==> src/rtl/vend_pkg.sv <==
// Shared types and constants for the vending datapath.
// Latency: n/a (package only).
// Backpressure: n/a (package only).
//
// Shared between vending_machine and vend_dispenser: FSM state encoding,
// one-hot item codes, and the coin value of a dollar in quarters.
package vend_pkg;

    typedef enum logic [2:0] {
        IDLE      = 3'd0,
        MOTOR     = 3'd1,
        WAIT_DROP = 3'd2,
        EJECT     = 3'd3,
        WAIT_ACK  = 3'd4,
        DONE      = 3'd5,
        FAULT     = 3'd6
    } state_t;

    localparam logic [3:0] REFUND = 4'b0001;
    localparam logic [3:0] ITEM_1 = 4'b0010;
    localparam logic [3:0] ITEM_2 = 4'b0100;
    localparam logic [3:0] ITEM_3 = 4'b1000;

    localparam int DOLLAR_Q = 4;
    localparam int AMT_W    = 5;

    // Lowest set item bit, with the refund bit masked off first so a
    // refund-only request yields 4'b0000 (no motor).
    function automatic logic [3:0] pick_item(input logic [3:0] req);
        logic [3:0] m;
        m = req & ~REFUND;
        return m & (~m + 4'd1);
    endfunction

endpackage

==> src/rtl/dispense_timer.sv <==
// Clearable up-counter with a terminal flag for the dispenser intervals.
// Latency: o_hit is combinational from the registered count and i_lim.
// Backpressure: none; counts every cycle unless cleared, saturates at all-ones.
//
// Ports: i_clk/i_rst_n clock and async active-low reset; i_clr restarts the
// count at 0 on the next edge; i_lim is the interval length in cycles (>=1);
// o_hit is high on the last cycle of the interval and stays high thereafter.
module dispense_timer #(
    parameter int TMR_W = 5
) (
    input  logic             i_clk,
    input  logic             i_rst_n,
    input  logic             i_clr,
    input  logic [TMR_W-1:0] i_lim,
    output logic             o_hit
);

    logic [TMR_W-1:0] cnt;

    always_ff @(posedge i_clk or negedge i_rst_n) begin
        if (!i_rst_n) begin
            cnt <= '0;
        end else if (i_clr) begin
            cnt <= '0;
        end else if (cnt != '1) begin
            cnt <= cnt + TMR_W'(1);
        end
    end

    // Count starts at 0 on the first cycle of an interval, so the
    // i_lim-th cycle is the one where cnt == i_lim-1.
    assign o_hit = (cnt >= (i_lim - TMR_W'(1)));

endmodule

==> src/rtl/vend_dispenser.sv <==
// Item motor + coin hopper sequencer downstream of vending_machine.
// Latency: motor starts the cycle after a request; all outputs are Moore.
// Backpressure: none upstream; requests while busy are dropped and flagged in o_overrun.
//
// Ports: i_clk, i_rst_n (async active-low); i_item/i_change request from
// vending_machine; i_drop_sense item-drop sensor; i_coin_ack hopper ack.
// o_motor one-hot motor drive; o_eject_dollar/o_eject_quarter coin pulses;
// o_rem_q change left to pay; o_busy, o_done, sticky o_fault and o_overrun.
module vend_dispenser
    import vend_pkg::*;
#(
    parameter int MOTOR_CYCLES = 8,
    parameter int ACK_TIMEOUT  = 16,
    parameter int TMR_W        = $clog2((MOTOR_CYCLES > ACK_TIMEOUT) ? MOTOR_CYCLES : ACK_TIMEOUT) + 1
) (
    input  logic             i_clk,
    input  logic             i_rst_n,
    input  logic [3:0]       i_item,
    input  logic [AMT_W-1:0] i_change,
    input  logic             i_drop_sense,
    input  logic             i_coin_ack,
    output logic [3:0]       o_motor,
    output logic             o_eject_dollar,
    output logic             o_eject_quarter,
    output logic [AMT_W-1:0] o_rem_q,
    output logic             o_busy,
    output logic             o_done,
    output logic             o_fault,
    output logic             o_overrun
);

    state_t           state, state_nxt;
    logic [3:0]       item_q, item_nxt, item_sel;
    logic [AMT_W-1:0] rem_q, rem_nxt;
    logic             overrun_q;
    logic             req;
    logic             tmr_clr, tmr_hit;
    logic [TMR_W-1:0] tmr_lim;
    logic             rem_dollar, rem_any;

    assign item_sel   = pick_item(i_item);
    assign req        = (i_item[3:1] != 3'b000) || (i_change != '0);
    assign rem_dollar = (rem_q >= AMT_W'(DOLLAR_Q));
    assign rem_any    = (rem_q != '0);

    // One timer serves every interval: it restarts whenever the state
    // changes, so each state sees a count beginning at 0 on entry.
    assign tmr_clr = (state_nxt != state);
    assign tmr_lim = (state == MOTOR) ? TMR_W'(MOTOR_CYCLES) : TMR_W'(ACK_TIMEOUT);

    dispense_timer #(.TMR_W(TMR_W)) u_timer (
        .i_clk   (i_clk),
        .i_rst_n (i_rst_n),
        .i_clr   (tmr_clr),
        .i_lim   (tmr_lim),
        .o_hit   (tmr_hit)
    );

    always_ff @(posedge i_clk or negedge i_rst_n) begin
        if (!i_rst_n) begin
            state     <= IDLE;
            item_q    <= '0;
            rem_q     <= '0;
            overrun_q <= 1'b0;
        end else begin
            state     <= state_nxt;
            item_q    <= item_nxt;
            rem_q     <= rem_nxt;
            overrun_q <= overrun_q | (req && (state != IDLE));
        end
    end

    always_comb begin
        state_nxt = state;
        item_nxt  = item_q;
        rem_nxt   = rem_q;
        case (state)
            IDLE: begin
                if (req) begin
                    item_nxt  = item_sel;
                    rem_nxt   = i_change;
                    state_nxt = (item_sel != 4'b0000) ? MOTOR : EJECT;
                end
            end
            MOTOR: begin
                if (tmr_hit) state_nxt = WAIT_DROP;
            end
            WAIT_DROP: begin
                if (i_drop_sense)  state_nxt = EJECT;
                else if (tmr_hit)  state_nxt = FAULT;
            end
            EJECT: begin
                // Guards are checked before subtracting, so rem never wraps.
                if (rem_dollar) begin
                    rem_nxt   = rem_q - AMT_W'(DOLLAR_Q);
                    state_nxt = WAIT_ACK;
                end else if (rem_any) begin
                    rem_nxt   = rem_q - AMT_W'(1);
                    state_nxt = WAIT_ACK;
                end else begin
                    state_nxt = DONE;
                end
            end
            WAIT_ACK: begin
                // Ack wins over a coincident timeout.
                if (i_coin_ack)    state_nxt = EJECT;
                else if (tmr_hit)  state_nxt = FAULT;
            end
            DONE:    state_nxt = IDLE;
            FAULT:   state_nxt = FAULT;
            default: state_nxt = IDLE;
        endcase
    end

    assign o_motor         = (state == MOTOR) ? item_q : 4'b0000;
    assign o_eject_dollar  = (state == EJECT) && rem_dollar;
    assign o_eject_quarter = (state == EJECT) && !rem_dollar && rem_any;
    assign o_rem_q         = rem_q;
    assign o_busy          = (state != IDLE);
    assign o_done          = (state == DONE);
    assign o_fault         = (state == FAULT);
    assign o_overrun       = overrun_q;

endmodule

==> config.mk <==
export PLATFORM = sky130hd
export DESIGN_NAME = vend_dispenser
export DESIGN_NICKNAME = d
export VERILOG_FILES = /design/src/rtl/vend_pkg.sv /design/src/rtl/dispense_timer.sv /design/src/rtl/vend_dispenser.sv
export SDC_FILE = /design/constraint.sdc
export NUM_CORES = 1
export LEC_CHECK = 0
export BUFFER_PORTS_ARGS = -buffer_cell sky130_fd_sc_hd__buf_2
export CAP_MARGIN = 20
export CORE_MARGIN = 3
export CORE_UTILIZATION = 31
export CTS_CLUSTER_DIAMETER = 200
export CTS_CLUSTER_SIZE = 25
export DETAILED_ROUTE_END_ITERATION = 12
export GPL_ROUTABILITY_DRIVEN = 0
export PLACE_DENSITY = 0.53
export SYNTH_ARGS = -nofsm -noshare
export SYNTH_HDL_FRONTEND = slang
export SYNTH_SLANG_ARGS = --single-unit
==> constraint.sdc <==
create_clock -name i_clk -period 4.34 [get_ports i_clk]
set_clock_uncertainty 0.1 [all_clocks]
set_input_delay 0.217 -clock i_clk [delete_from_list [all_inputs] [get_ports i_clk]]
set_output_delay 0.217 -clock i_clk [all_outputs]
set_load 0.05 [all_outputs]
======== Word-level counts from Yosys, hierarchy flattened ========
Index checks and enable logic that the tools add are counted.
word-level totals
  bits of input ports ..................... 13
  bits in registers ....................... 18
  logic and storage cells ................. 58
  output and inout bits ................... 15
cells by class
  bitwise logic cells ..................... 3
  muxes and demuxes ....................... 17
  add/subtract/negate cells ............... 5
  equality and inequality tests ........... 10
  $lt $le $gt $ge ......................... 2
  reduce and logical (&&, ||, !) cells .... 16
operator list
  kind                                                                   count
  5-bit 2-to-1 mux                                                       6
  3-bit case mux with 6 select lines                                     1
  3-bit 2-to-1 mux                                                       5
  5-bit case mux with 2 select lines                                     1
  5-bit nonzero test                                                     2
  5-bit by 1-bit subtractor with 5-bit output, second input constant     2
  3-bit == test, second input constant                                   3
  3-bit by 2-bit == test with 1-bit output, second input constant        2
  3-bit nonzero test                                                     2
  5-bit by 1-bit adder with 5-bit output, second input constant          1
  5-bit by 3-bit >= comparator with 1-bit output, second input constant  1
  5-bit >= comparator                                                    1
  5-bit inequality test, second input constant                           1
  5-bit by 3-bit subtractor with 5-bit output, second input constant     1
  4-bit by 1-bit adder with 4-bit output, second input constant          1
  4-bit AND                                                              1
  1-bit logical AND                                                      4
  4-bit 2-to-1 mux                                                       1
  4-bit inverter                                                         1
  2-bit nonzero test                                                     2
  4-bit nonzero test                                                     1
  3-bit by 1-bit == test with 1-bit output, second input constant        1
  3-bit zero test                                                        1
  3-bit inequality test                                                  1
  other kinds (9)                                                        10

======== Logic depth before layout (Yosys ltp) ========
Gate-level depths: netlist (run 1).
  depth after elaboration ................. 9
  depth in mapped cells ................... 7
  gate-level depth less buffers ........... 7

======== Cells and area by module ========
Synthesis (run 1) repeated with hierarchy kept, for this count alone.
second synthesis, totals
  cell total of the unflattened synthesis .. 153
  area, all modules ....................... 1,343.8 um^2
modules (own cells, without submodules)
  module          cells an instance  area an instance (um^2)  seq. area each (um^2)  times used
  vend_dispenser  114                949.7                    300.3                  1
  dispense_timer  39                 394.1                    125.1                  1

======== Worst setup path before layout (run 1) ========
No wires, ideal clock.
  kind .................................... reg-to-reg
  start point ............................. reg rem_q[0], in the netlist o_rem_q[0]
  end point ............................... reg rem_q[0], in the netlist o_rem_q[0]
  path buffers ............................ 0
  clock period less this slack ............ 2,475 ps
  data arrival time ....................... 2,288 ps
  required time ........................... 4,153 ps
  library setup time ...................... 87 ps
  slack ................................... 1,865 ps
  stages on the path, launching flop included .. 7
  cell sequence ........................... dfrtp_1 > inv_1 > ha_1 > a2111oi_2 > and3_1 > nand2_1 > o211ai_1
between the ends
  word-level cells in the longest chain between the ends .. 4
  elaborated cells between the ends (all ways) .. 9
  those cells by class .................... 2 x add/sub; 1 x order compare; 1 x eq/ne; 3 x mux; 2 x reduce/logical
ends and longest elaborated chain
  item                                         RTL line              text
  from (decl)                                  vend_dispenser.sv:34  logic [AMT_W-1:0] rem_q, rem_nxt;
  from (signal assigned)                       vend_dispenser.sv:68  rem_q <= rem_nxt;
  5-bit by 1-bit subtractor with 5-bit output  vend_dispenser.sv:98  rem_nxt = rem_q - AMT_W'(1);
  5-bit 2-to-1 mux                             vend_dispenser.sv:97  end else if (rem_any) begin
  5-bit 2-to-1 mux                             vend_dispenser.sv:94  if (rem_dollar) begin
  5-bit case mux with 2 select lines           vend_dispenser.sv:77  case (state)
Parallel ways exist; a longest one is shown, timed or not. The select of a mux whose other input is x is not followed.
A chain may end at the register's enable or synchronous reset.

======== Worst setup path after layout (run 1) ========
  start point ............................. reg state[0]
  end point ............................... reg u_timer.cnt[3]
between the ends
  word-level cells in the longest chain between the ends .. 9
  elaborated cells between the ends (all ways) .. 18
  those cells by class .................... 1 x add/sub; 1 x order compare; 6 x eq/ne; 8 x mux; 2 x reduce/logical
ends and longest elaborated chain
  item                                                    RTL line                                     text
  from (decl)                                             vend_dispenser.sv:32                         state_t state, state_nxt;
  from (signal assigned)                                  vend_dispenser.sv:66                         state <= state_nxt;
  3-bit by 1-bit == test with 1-bit output                vend_dispenser.sv:49, vend_dispenser.sv:77
  5-bit 2-to-1 mux                                        vend_dispenser.sv:49                         assign tmr_lim = (state == MOTOR) ? TMR_W'(MOTOR_CYCLES) : TMR_W'(ACK_TIMEOUT);
  5-bit by 1-bit subtractor with 5-bit output             dispense_timer.sv:32                         assign o_hit = (cnt >= (i_lim - TMR_W'(1)));
  5-bit >= comparator                                     dispense_timer.sv:32
  3-bit 2-to-1 mux                                        vend_dispenser.sv:90, vend_dispenser.sv:107
  3-bit 2-to-1 mux, on equally long branches              vend_dispenser.sv:106, vend_dispenser.sv:89
  3-bit case mux with 6 select lines                      vend_dispenser.sv:77
  3-bit inequality test (*)                               vend_dispenser.sv:48                         assign tmr_clr = (state_nxt != state);
  5-bit 2-to-1 mux or 2-bit nonzero test (tied branches)  -
  to (signal assigned)                                    dispense_timer.sv:26                         cnt <= cnt + TMR_W'(1);
  to (decl)                                               dispense_timer.sv:18                         logic [TMR_W-1:0] cnt;
Every way passes the cells marked *; elsewhere a longest branch is shown, timed or not.

==> metrics.md, run 1 <==
| Metric | Value |
|---|---|
| Largest net degree at the start of global routing | 18 |
| CP Capture Type | flop |
| Nets | approximately 180 |
| Vias in the first global route | about 1100 |
| Starting Density | 0.333 |
| Pwr dens | ~750 nW/um^2 |
| IO Pins | 28 |
| Pwr Total | roughly 1.1 mW |
| Die ar. | about 4900 sq um |
| CTS Buffer Depth | 2 |
| Least-Margin Pin Slew | ~0.77 ns |
| Yosys warning total | 0 |
| Dpl ws | ~1.4 ns |
| Post-Syn Area | 1270 sq um |
| Max_slew headroom | 0.472 |
| CTS resizes | 0 |
| CP peak stage delay | 0.69 ns |
| Crit start category | flop |
| Rows | 22 |
| CTS H-tree depth | 1 |
| Max cap viols | 0 |
| Arr. time, crit path | roughly 3 ns |
| Crit Path Class | reg -> reg |
| CTS Buf Count | 3 |
| Sequential cell fraction of total power | 0.278 |
| Crit path time final | slightly below 3 ns |
| Final period util | 0.683 |
| Worst Hold Class | in -> reg |
| First-pass GRT wire length | between 5 and 6 mm |
| Async SR Flop Fraction | 1.00 |
| Worst path cell trace | or3b_1 > inv_1 > ha_1 > and2_2 > a2111oi_0 > a311oi_1 > nor4_1 |
| Cells after synthesis | 132 |
| Total track usage | 0.133 |
| Syn_nets | between 150 and 200 |
| Area grow syn2layout | 16.2% |
| Status | completed |
| Antenna Diode Count | 0 |
| Die extent in x | around 70 um |
| Netlist cell types | 53 |
| Critical path's slowest cell | a2111oi_0 |
| Final Hold Fails | 0 |
| Initial DRC count | 47 |
| Crit-path max FO | 12 |
| Vias per inst | about 5.7 |
| WL final | 3.09 mm |
| Clock Sinks | 17 |
| Total grt overflow | 0 |
| Layout fillers | 389 |
| Initial antenna violation count | 0 |
| CTS clk-pin slew, worst paths | roughly 0.070 ns |
| Switching power total | around 0.6 mW |
| Number of iterations in the first detailed-routing pass | 4 |
| Main synth FF type | dfrtp_1 |
| Post-synth EDFFs | 0 |
| Final HPWL DP | ~2.4 mm |
| Worst-case hold slack | roughly 0.090 ns |
| Drc violations | 0 |
| Non-Filler Instances | ~210 |
| Port bufs | 25 |
| Peak supply drop | 250 uV |
| Setup TNS | 0 ns |
| Sw Ratio | 0.539 |
| Synthesized area per cell | between 9 and 10 sq um |
| Final slew viol count | 0 |
| Die height | ~70 um |
| Setup violators final | 0 |
| Via count | around 1200 |
| Clk root buf | clkbuf_8 |
| CTS tree | built |
| Layout cells sized above 1 | 0.293 |
| Worst-Skew Late Latency | ~0.25 ns |
| DR WL/cell | 15.1 um |
| RSZ-0062 raised after global routing | no |
| Fmax | 338 MHz |
| WP data required | roughly 4.4 ns |
| Final worst setup slack | ~1.4 ns |
| Number of nets with antenna violations after routing | 0 |
| Core Area | 3800 sq um |
| Combinational share of power | 0.612 |
| Leak | ~0.67 nW |
| Clock power frac | 0.110 |
| Seq cells post-synth | 17 |
| Seq/Total Area, Yosys | 0.336 |
| Int Pwr | about 0.51 mW |
| Inst Count DP | 200 |
metal layers:
metal  global-route usage  vias up  part of all wire
li1                     -      562                 -
met1                0.184      564              0.48
met2                0.210       40              0.45
met3               0.0230        5             0.050
met4               0.0447        0             0.012
met5                    0        -                 0
stage by stage:
step / utilization / instance area, sq um
after floorplan: - / 1270
after global routing: 0.387 / 1470
after detailed placement: 0.373 / 1420
after CTS: 0.387 / 1470
after global placement: 0.373 / 1420
final: 0.387 / 1470
Yosys cell counts (all sizes together), types with 3 or more instances:
master | count | share of area
or3 | 3 | 0.017
a2111oi | 4 | 0.034
and3 | 6 | 0.030
nor3 | 9 | 0.040
inv | 8 | 0.024
nand2 | 8 | 0.024
ha | 7 | 0.069
nand3b | 3 | 0.021
a21oi | 4 | 0.016
mux2i | 3 | 0.024
nor4 | 6 | 0.042
nor2 | 7 | 0.021
dfrtp | 17 | 0.34
o21ai | 4 | 0.016
o31ai | 4 | 0.032
buf | 5 | 0.032
critical path: cells and delay by family, from the launching register on:
kind | cells | cell delay [ns]
flops | 1 | 0.53
buf+inv | 1 | 0.08
simple gates | 3 | 1.00
compound gates | 2 | 0.93
fa+ha+maj | 1 | 0.21
cells by family (layout without fill, tap and decap cells):
kind of cell               Yosys count  in the layout  share of synthesized area
adders and majority gates            7              7                     0.0692
and+or+nand+nor                     53             53                      0.269
other                                1              1                    0.00296
buffers and inverters               14             39                     0.0583
DFF                                 17             17                      0.336
xor gates and xnor gates             3              3                     0.0208
muxes                                3              3                     0.0237
AOI/OAI and AO/OA                   34             34                      0.220
layout make-up:
type                       instances  area, sq um  share of cell area
tap                               48         60.1              0.0408
inverter                           8         30.0              0.0204
clock inverter                     1         5.00             0.00340
timing repair buffer              27          143              0.0969
clock buffer                       3         41.3              0.0281
multi-input combinational        101          767               0.521
sequential                        17          425               0.289
state kept, by name, summed over array words and instances, names as in the netlist:
name / count
u_timer.cnt: 5
state: 3
item_q: 3
o_overrun: 1
o_rem_q: 5
repair_timing:
action / CTS / global route
hold buffers: 1 / 0
buffers inserted: 0 / 0
hold endpoints to repair: 17 / 0
worst paths after layout:
check	startpoint	endpoint	slack (ns)	cells past startpoint
worst max-delay path	state[0]$_DFF_PN0_	u_timer.cnt[3]$_DFFE_PN0P_	1.38	7
worst min-delay path	i_item[2]	item_q[3]$_DFFE_PN0P_	0.09	2
worst max register to register	state[0]$_DFF_PN0_	u_timer.cnt[3]$_DFFE_PN0P_	1.38	7
worst min register to register	item_q[2]$_DFFE_PN0P_	item_q[2]$_DFFE_PN0P_	0.38	2
max in group asynchronous	i_rst_n	o_rem_q[2]$_DFFE_PN0P_	3.55	2
min in group asynchronous	i_rst_n	u_timer.cnt[1]$_DFFE_PN0P_	0.31	2
power groups by stage:
stage / clock network [mW] / registers [mW] / logic, mW
after floorplan: 0 / 0.353 / 0.470
after global placement: 0 / 0.303 / 0.655
after detailed placement: 0 / 0.309 / 0.671
after CTS: 0.124 / 0.306 / 0.674
after global routing: 0.136 / 0.322 / 0.744
final: 0.121 / 0.307 / 0.674
placed cells by master, fill, tap and decap left out, drive strengths merged, types with 2 or more instances in the layout:
cell type / instances
and2b: 2
a32oi: 2
o21ai: 4
a2111oi: 4
dfrtp: 17
o21bai: 2
mux2i: 3
o221ai: 2
a21o: 2
clkbuf: 3
nand3b: 3
inv: 8
o31ai: 4
o32a: 2
nor4: 6
nand2: 8
nor2: 7
and3b: 2
xnor2: 2
buf: 26
a21oi: 4
nor3: 9
and3: 6
o211ai: 2
or3: 3
ha: 7
Note: power is estimated with default switching activity, not from simulation.
==> run 2, diff against run 1 <==
--- a/config.mk
+++ b/config.mk
@@ -5,6 +5,7 @@
 export SDC_FILE = /design/constraint.sdc
 export NUM_CORES = 1
 export LEC_CHECK = 0
+export ABC_AREA = 1
 export BUFFER_PORTS_ARGS = -buffer_cell sky130_fd_sc_hd__buf_2
 export CAP_MARGIN = 20
 export CORE_MARGIN = 3
@@ -13,7 +14,7 @@
 export CTS_CLUSTER_SIZE = 25
 export DETAILED_ROUTE_END_ITERATION = 12
 export GPL_ROUTABILITY_DRIVEN = 0
-export PLACE_DENSITY = 0.53
+export PLACE_DENSITY = 0.55
 export SYNTH_ARGS = -nofsm -noshare
 export SYNTH_HDL_FRONTEND = slang
 export SYNTH_SLANG_ARGS = --single-unit
==> constraint.sdc (replaced) <==
create_clock -name i_clk -period 2.4 [get_ports i_clk]
set_clock_uncertainty 0.1 [all_clocks]
set_input_delay 0.12 -clock i_clk [delete_from_list [all_inputs] [get_ports i_clk]]
set_output_delay 0.12 -clock i_clk [all_outputs]
set_load 0.05 [all_outputs]
==> metrics.md, run 2 <==
| Metric | Value |
|---|---|
| Yosys warning total | 0 (unchanged) |
| Die extent in x | 68.9 um (-1.5%) |
| Status | completed |
| Fmax | around 470 MHz |
| Post-Syn Area | 1230 sq um (-3.2%) |
| Rows | 22 (unchanged) |
| First-pass GRT wire length | 4.42 mm (-16%) |
| Setup violators final | 0 (unchanged) |
| CTS clk-pin slew, worst paths | 0.07 ns (about the same) |
| Finished Cell Area | 1470 sq um (about the same) |
| Port bufs | 25 (unchanged) |
| Area grow syn2layout | 20.1% |
| Worst Hold Class | in -> reg |
| CTS H-tree depth | 1 (unchanged) |
| Synthesized area per cell | 7.26 sq um (-24%) |
| Largest net degree at the start of global routing | 18 (unchanged) |
| Most common cell after layout, fill and taps aside | nand2_1 |
| Via count | 1102 (-5.9%) |
| Async SR Flop Fraction | 1.00 (unchanged) |
| Cells after synthesis | 169 (+28%) |
| CP Capture Type | output port |
| Crit Path Class | reg -> out |
| CTS Buf Count | 3 (unchanged) |
| XOR/XNOR Fraction of Synth Area | 0.0286 (+0.00782) |
| Seq/Total Area, Yosys | 0.347 (+0.0110) |
| IO Pins | 28 (unchanged) |
| Clk root buf | clkbuf_8 |
| Arr. time, crit path | 1.90 ns (-1.11 ns) |
| Post-synth top area share | 0.347 (+0.0110) |
| Final Hold Fails | 0 (unchanged) |
| Vias in the first global route | 996 (-11%) |
| Peak supply drop | 810 uV (+220%) |
| Starting Density | 0.328 (-0.00579) |
| DR WL/cell | 10.5 um (-30%) |
| Crit start category | flop |
| Post-synth EDFFs | 0 (unchanged) |
| Synth area leader | dfrtp_1 |
| Main synth FF type | dfrtp_1 |
| Complex-gate fraction of the synthesized area | 0.0918 (-0.129) |
| Worst-Skew Late Latency | 0.25 ns (about the same) |
| Initial antenna violation count | 0 (unchanged) |
| Number of iterations in the first detailed-routing pass | 4 (unchanged) |
| Final period util | 0.884 |
| Die height | 68.9 um (-1.5%) |
| Vias per inst | 4.46 (-22%) |
| Max cap viols | 0 (unchanged) |
| WL final | 2.60 mm (-16%) |
| Mux cell area share after synthesis | 0.0163 (-0.00739) |
| Combinational family with the most area after synthesis | simple AND/OR/NAND/NOR gates |
| Pwr Total | 1.83 mW (+66%) |
| Post-synthesis adder-cell area fraction | 0.0714 (+0.00226) |
| Netlist cell types | 29 (-45%) |
| Synth cell count leaders | nand2_1, inv_1, nor2_1 |
| Commonest cells after routing, fill and taps aside | nand2_1, inv_1, buf_2, nor2_1, dfrtp_1 |
| CTS tree | built |
| Final HPWL DP | 2.12 mm (-10%) |
| Leak | 0.831 nW (+23%) |
| Total grt overflow | 0 (unchanged) |
| Layout cells sized above 1 | 0.226 (-0.0669) |
| Layout fillers | 417 (+7.2%) |
| Crit path time final | about 2.1 ns |
| Nets | 220 (+24%) |
| Dpl cell area | 1410 sq um (-0.53%) |
| Synth area leaders | dfrtp_1, nand2_1, inv_1 |
| Number of nets with antenna violations after routing | 0 (unchanged) |
| Initial DRC count | 54 (+15%) |
| Most common cell in the netlist | nand2_1 |
| Postcts setup bufs | 0 (unchanged) |
| Clock Sinks | 17 (unchanged) |
| Core Area | 3740 sq um (-1.4%) |
| CTS Buffer Depth | 2 (unchanged) |
| Die ar. | 4750 sq um (-2.9%) |
| Crit-path max FO | 4 (-8) |
| Seq cells post-synth | 17 (unchanged) |
| Pwr dens | 1240 nW/um^2 (+66%) |
| Simple-Gate Fraction of Synth Area | 0.327 (+0.0578) |
| Syn_nets | 189 (+24%) |
| Final worst setup slack | 0.279 ns (-1.10 ns) |
| Dpl ws | 0.328 ns (-1.08 ns) |
| Final slew viol count | 0 (unchanged) |
| Drc violations | 0 (unchanged) |
| Total track usage | 0.124 (-0.00916) |
| Antenna Diode Count | 0 (unchanged) |
| WP data required | 2.18 ns (-2.21 ns) |
| Setup TNS | 0 ns (unchanged) |
| RSZ-0062 raised after global routing | no |
## run 2: logic make-up (layout without fill, tap and decap cells)
| group | after synthesis | count (layout) |
|---|---|---|
| AND/OR/NAND/NOR | 83 | 83 |
| buffers and inverters | 36 | 66 |
| AO/OA/AOI/OAI | 19 | 19 |
| flip-flops | 17 | 17 |
| adder cells (fa/ha/maj) | 7 | 7 |
| XOR/XNOR | 4 | 4 |
| multiplexers | 2 | 2 |
| other | 1 | 1 |
## run 2: worst paths after layout
kind,from,end,slack (ns),depth (start not counted)
max in group asynchronous,i_rst_n,item_q[1]$_DFFE_PN0P_,1.70,2
min reg2reg,o_overrun$_DFF_PN0_,o_overrun$_DFF_PN0_,0.38,1
min in group asynchronous,i_rst_n,o_rem_q[1]$_DFFE_PN0P_,0.22,2
min,i_item[1],item_q[1]$_DFFE_PN0P_,0.05,3
max,o_rem_q[0]$_DFFE_PN0P_,o_eject_quarter,0.28,10
max reg2reg,state[2]$_DFF_PN0_,u_timer.cnt[3]$_DFFE_PN0P_,0.34,15
## run 2: final cells by class
| type | instances | area, sq um | share of cell area |
|---|---|---|---|
| clock buffer | 4 | 45.0 | 0.0306 |
| inverter | 34 | 130 | 0.0884 |
| multi-input combinational | 116 | 659 | 0.448 |
| sequential | 17 | 425 | 0.289 |
| tap | 48 | 60.1 | 0.0408 |
| timing repair buffer | 28 | 153 | 0.104 |
## run 2: per-stage QoR
stage / util / hold WS [ns] / instances
CTS: 0.393 / 0.0449 / 247
global placement: 0.376 / -0.0224 / 241
floorplan: - / -0.276 / 169
detailed placement: 0.376 / -0.0208 / 241
finish: 0.393 / 0.0477 / 247
global route: 0.393 / 0.0567 / 247
## run 2: where the power goes
| group | switching [mW] | total [mW] | internal [mW] |
|---|---|---|---|
| Combinational | 0.814 | 1.14 | 0.329 |
| Sequential | 0.0770 | 0.466 | 0.389 |
| Clock | 0.101 | 0.219 | 0.118 |
## run 2: worst max-delay path, stage by stage (launching register included)
cell and delay, ns:
dfrtp_1 0.34, inv_1 0.08, ha_1 0.23, nand2_1 0.07, nand2_1 0.05, nor2_1 0.21, inv_1 0.13, nor2_4 0.10
inv_1 0.08, nor2_1 0.10, buf_2 0.27
## run 2: timing repair
action,CTS,global route
hold buffers,2,0
resized for setup,0,0
endpoints found under the hold margin,18,0
## run 2: per-layer routing
layer | up-vias | part of all wire | track usage
li1 | 592 | - | -
met1 | 480 | 0.50 | 0.170
met2 | 26 | 0.43 | 0.190
met3 | 4 | 0.055 | 0.0292
met4 | 0 | 0.012 | 0.0438
met5 | - | 0 | 0
